`config.mk`:
```
export PLATFORM = sky130hd
export DESIGN_NAME = regfile_write_bank
export DESIGN_NICKNAME = d
export VERILOG_FILES = /design/src/rtl/regfile_write_bank.sv
export SDC_FILE = /design/constraint.sdc
export NUM_CORES = 2
export LEC_CHECK = 0
export BUFFER_PORTS_ARGS = -buffer_cell sky130_fd_sc_hd__buf_2
export CORE_AREA = 2 2 427 429
export CTS_CLUSTER_DIAMETER = 200
export DETAILED_ROUTE_END_ITERATION = 10
export DIE_AREA = 0 0 429 431
export SKIP_LAST_GASP = 1
export SLEW_MARGIN = 0
export SYNTH_ARGS = -nofsm -noshare
export SYNTH_HDL_FRONTEND = slang
export SYNTH_HIERARCHICAL = 1
export SYNTH_SLANG_ARGS = --single-unit
```
`constraint.sdc`:
```
create_clock -name clk -period 3.15 [get_ports clk]
set_clock_uncertainty 0.2 [all_clocks]
set_input_delay 0.315 -clock clk [delete_from_list [all_inputs] [get_ports clk]]
set_output_delay 0.315 -clock clk [all_outputs]
set_load 0.01 [all_outputs]
```
`src/rtl/regfile_write_bank.sv`:
```
// 32 x WIDTH register bank with a decoded write port and a sequenced clear.
// Register 0 reads as zero; the flat regs bus feeds the 32:1 read multiplexer.

module regfile_write_bank_cell #(
  parameter int WIDTH = 32
) (
  input  logic             clk,
  input  logic             reset,
  input  logic             we,
  input  logic             clr,
  input  logic [WIDTH-1:0] d,
  output logic [WIDTH-1:0] q
);
  logic [WIDTH-1:0] r_q;

  always_ff @(posedge clk) begin
    if (reset || clr) r_q <= '0;
    else if (we)      r_q <= d;
  end

  assign q = r_q;
endmodule

module regfile_write_bank #(
  parameter int WIDTH = 32,
  parameter int ADDRW = 5
) (
  input  logic                         clk,
  input  logic                         reset,
  input  logic                         wr_en,
  input  logic [ADDRW-1:0]             wr_addr,
  input  logic [WIDTH-1:0]             wr_data,
  input  logic                         clear_req,
  output logic                         wr_ack,
  output logic                         busy,
  output logic [(2**ADDRW)-1:0]        wr_onehot,
  output logic [WIDTH*(2**ADDRW)-1:0]  regs
);
  localparam int DEPTH = 2**ADDRW;

  typedef enum logic {S_IDLE, S_CLEAR} state_t;

  state_t           r_state;
  logic [ADDRW-1:0] r_cnt;
  logic             r_ack;
  logic [DEPTH-1:1] w_clr;

  always_ff @(posedge clk) begin
    if (reset) begin
      r_state <= S_IDLE;
      r_cnt   <= '0;
      r_ack   <= 1'b0;
    end else begin
      case (r_state)
        S_IDLE: begin
          r_ack <= wr_en;
          if (clear_req) begin
            r_state <= S_CLEAR;
            r_cnt   <= ADDRW'(1);
          end
        end
        S_CLEAR: begin
          // Counter wraps to 0 on the edge that clears the last register.
          r_ack <= 1'b0;
          r_cnt <= r_cnt + 1'b1;
          if (r_cnt == {ADDRW{1'b1}}) r_state <= S_IDLE;
        end
        default: begin
          r_state <= S_IDLE;
          r_ack   <= 1'b0;
        end
      endcase
    end
  end

  assign busy   = (r_state == S_CLEAR);
  assign wr_ack = r_ack;

  always_comb begin
    wr_onehot = '0;
    if (wr_en && !busy) wr_onehot[wr_addr] = 1'b1;
  end

  assign regs[WIDTH-1:0] = '0;

  for (genvar gi = 1; gi < DEPTH; gi++) begin : g_reg
    assign w_clr[gi] = busy && (r_cnt == ADDRW'(gi));
    regfile_write_bank_cell #(.WIDTH(WIDTH)) u_cell (
      .clk   (clk),
      .reset (reset),
      .we    (wr_onehot[gi]),
      .clr   (w_clr[gi]),
      .d     (wr_data),
      .q     (regs[gi*WIDTH +: WIDTH])
    );
  end
endmodule
```
==> impl_metrics.env <==
export IMPL_outcome="finished clean"
export IMPL_core_um2=180200
export IMPL_layout_nets=4537
export IMPL_required_ps=2630
export IMPL_hp_start="wr_data[29]"
export IMPL_yosysWarnings=6
export IMPL_place_gp_congestion=0.8066
export IMPL_first_pass_iters=5
export IMPL_netlist_instances=3423
export IMPL_r2r_start="r_cnt[0]$_SDFFE_PP0P_"
export IMPL_hold_class="input port to flop"
export IMPL_final_layout_size_suffix_gt1_share_pct=31.23
export IMPL_cts_buffer_depth=3
export IMPL_cp_start_kind="flop"
export IMPL_die_height_um=431
export IMPL_yosys_area_top_type="dfxtp_1"
export IMPL_ys_top_cells_by_area="dfxtp_1 54%, mux2i_1 27%, nor2_1 11%"
export IMPL_avgSynthCellArea_um2=10.77
export IMPL_netlist_area_um2=36880
export IMPL_cts_tree="done"
export IMPL_drt_iter0_markers=2276
export IMPL_p_seq_share_pct=46.5
export IMPL_p_int_mw=20.58
export IMPL_grt_start_max_net_pins=34
export IMPL_antenna_found_initial=16
export IMPL_totalWireLength_mm=180.7
export IMPL_track_usage_pct=18.49
export IMPL_total_power_mw=27.44
export IMPL_layout_min_cycle_time_ps=2989
export IMPL_switchingPower_mw=6.854
export IMPL_synth_fa_ha_area_share_pct=0.2036
export IMPL_grt_pass1_wl_mm=236.5
export IMPL_p_sw_share_pct=24.98
export IMPL_p_clk_share_pct=48.1
export IMPL_die_w_um=429
export IMPL_synth_compound_area_share_pct=0.09840
export IMPL_dieArea_um2=184900
export IMPL_clock_sinks=999
export IMPL_synth_mux_area_fraction_pct=26.95
export IMPL_initial_utilization_pct=20.47
export IMPL_setup_tns_final_ps=0
export IMPL_p_comb_share_pct=5.4
export IMPL_tightestPinTransition_ps=1192
export IMPL_synth_top_area_share_pct=54.23
export IMPL_ir_drop_mv=0.4584
export IMPL_synth_simple_gate_area_share_pct=11.93
export IMPL_ys_flop_type="dfxtp_1"
export IMPL_synth_async_reset_ratio_pct=0
export IMPL_maxSlewHeadroom_pct=20.53
export IMPL_htree_levels=3
export IMPL_min_period_over_period_pct=94.90
export IMPL_num_vias=29800
export IMPL_io_pin_count=1099
export IMPL_syn2layout_area_growth_pct=31.99
export IMPL_finalHoldViolCount=0
export IMPL_row_count=156
export IMPL_yosysMostFrequentCell="nor2_1"
export IMPL_crit_fanout=33
export IMPL_ys_top_cells_by_count="1057 x nor2_1, 999 x dfxtp_1, 993 x mux2i_1"
export IMPL_yosysSeqAreaShare_pct=54.23
export IMPL_drv_slew=0
export IMPL_avgViaCountPerCell=4.283
export IMPL_cts_root_buffer="clkbuf_16"
export IMPL_setup_viol=0
export IMPL_crit_arrival_ps=2470
export IMPL_max_cap_viol_count=0
export IMPL_drc_errors=0
export IMPL_crit_path_end_kind="primary output"
export IMPL_max_freq_mhz=334.5
export IMPL_clk_pin_slew_ps=60
export IMPL_dp_hpwl_mm=125.9
export IMPL_port_buffers=1066
export IMPL_synth_xor_area_share_pct=0
export IMPL_synth_seq_cells=999
export IMPL_numCtsBuffers=108
export IMPL_startpoint="busy$_SDFF_PP0_"
export IMPL_rsz0062_at_grt="false"
export IMPL_clkLatencyLatePin_ps=760
export IMPL_ys_types=30
export IMPL_antenna_left=0
export IMPL_grt_ovfl_total=0
export IMPL_grt_pass1_vias=27770
export IMPL_synth_edf_count=0
export IMPL_power_density_nw_per_um2=563.7
export IMPL_synth_top_family_by_area="multiplexers"
export IMPL_p_leak_nw=20.08
export IMPL_wire_per_inst_um=25.97
export IMPL_crit_type="flop to primary output"
sequential cells by signal, summed over array words and instances (netlist names):
register,flops
wr_ack,1
r_cnt,5
g.u_cell/q,992
busy,1
final timing paths:
path                                         endpoint  slack (ps)  cells after the start
setup / recovery                        wr_onehot[25]         160                      7
hold reg to reg   g_reg[25].u_cell/q[27]$_SDFFE_PP0P_         280                      2
setup reg to reg  g_reg[31].u_cell/q[15]$_SDFFE_PP0P_         580                      6
hold / removal     g_reg[4].u_cell/q[29]$_SDFFE_PP0P_          80                      3
routing by layer:
metal,up-vias,GRT usage (%),share of wire (%)
li1,13370,-,-
met1,14720,22.12,40
met2,1368,32.32,49
met3,341,4.030,7.1
met4,2,6.859,4.0
met5,-,0,0.0061
metrics by stage:
stage / setup WS (ps) / instance area, µm² / instances / hold WS, ps / util [%]
6_report: 160.7 / 48670 / 6959 / 79.50 / 27.02
5_1_grt: 21.96 / 48650 / 6949 / 51.21 / 27.00
4_1_cts: 1.487 / 48640 / 6949 / 20.66 / 27.00
3_5_place_dp: 443.1 / 44530 / 6719 / 273.0 / 24.72
3_3_place_gp: 461.3 / 44530 / 6719 / 266.4 / 24.72
2_1_floorplan: 1055 / 36990 / 3454 / 184.1 / -
layout make-up:
cell class	count	area, µm²
clock inverter	40	529.3
multi-input combinational	2165	14810
sequential	999	20000
tap	2370	2965
clock buffer	159	3136
fill	19100	131500
antenna	10	25.02
inverter	4	15.01
timing repair buffer	1212	7193
power groups by stage:
stage	logic (mW)	clock network [mW]	registers, mW
5_1_grt	1.54	14.0	12.8
3_5_place_dp	1.48	0	13.0
6_report	1.48	13.2	12.8
3_3_place_gp	1.47	0	13.0
4_1_cts	1.51	13.4	12.8
2_1_floorplan	0.593	0	13.1
worst max-delay path, stage by stage (launching register included):
cell and delay (ps):
dfxtp_1 310, buf_4 210, nor2b_2 180, nand3b_1 100
buf_4 220, nor2_4 140, buf_12 350, buf_2 210
what timing repair did:
| item | 4_1_cts | 5_1_grt |
|---|---|---|
| endpoints found under the setup margin | 19 | 10 |
| gates resized for setup | 13 | 3 |
| gates cloned | 4 | 0 |
| hold buffers | 18 | 0 |
| endpoints found under the hold margin | 159 | 0 |
| buffers inserted | 9 | 0 |
| pin swaps | 6 | 0 |
kinds of logic (layout without fill, tap and decap cells):
logic type,count (synthesis),in the layout
compound gates,6,6
flops,999,999
fa+ha+maj,6,6
simple gates,1128,1128
other cells,1,42
buf+inv,290,1415
mux,993,993
layout by cell type, fill, tap and decap left out, drive strengths merged, types with 4 or more instances in the layout:
| cell | netlist | routed |
|---|---|---|
| nand2 | 7 | 7 |
| bufinv | 0 | 7 |
| mux2i | 993 | 993 |
| inv | 2 | 13 |
| conb | 1 | 32 |
| ha | 6 | 6 |
| nand2b | 6 | 6 |
| clkbuf | 34 | 159 |
| nand3 | 7 | 7 |
| a21oi | 4 | 4 |
| or2 | 32 | 32 |
| buf | 252 | 1190 |
| bufbuf | 0 | 4 |
| dlygate4sd3 | 0 | 18 |
| diode | 0 | 10 |
| dfxtp | 999 | 999 |
| clkinv | 2 | 23 |
| nand3b | 6 | 6 |
| nor2 | 1057 | 1057 |
No activity file was read; power rests on OpenSTA's default activity.
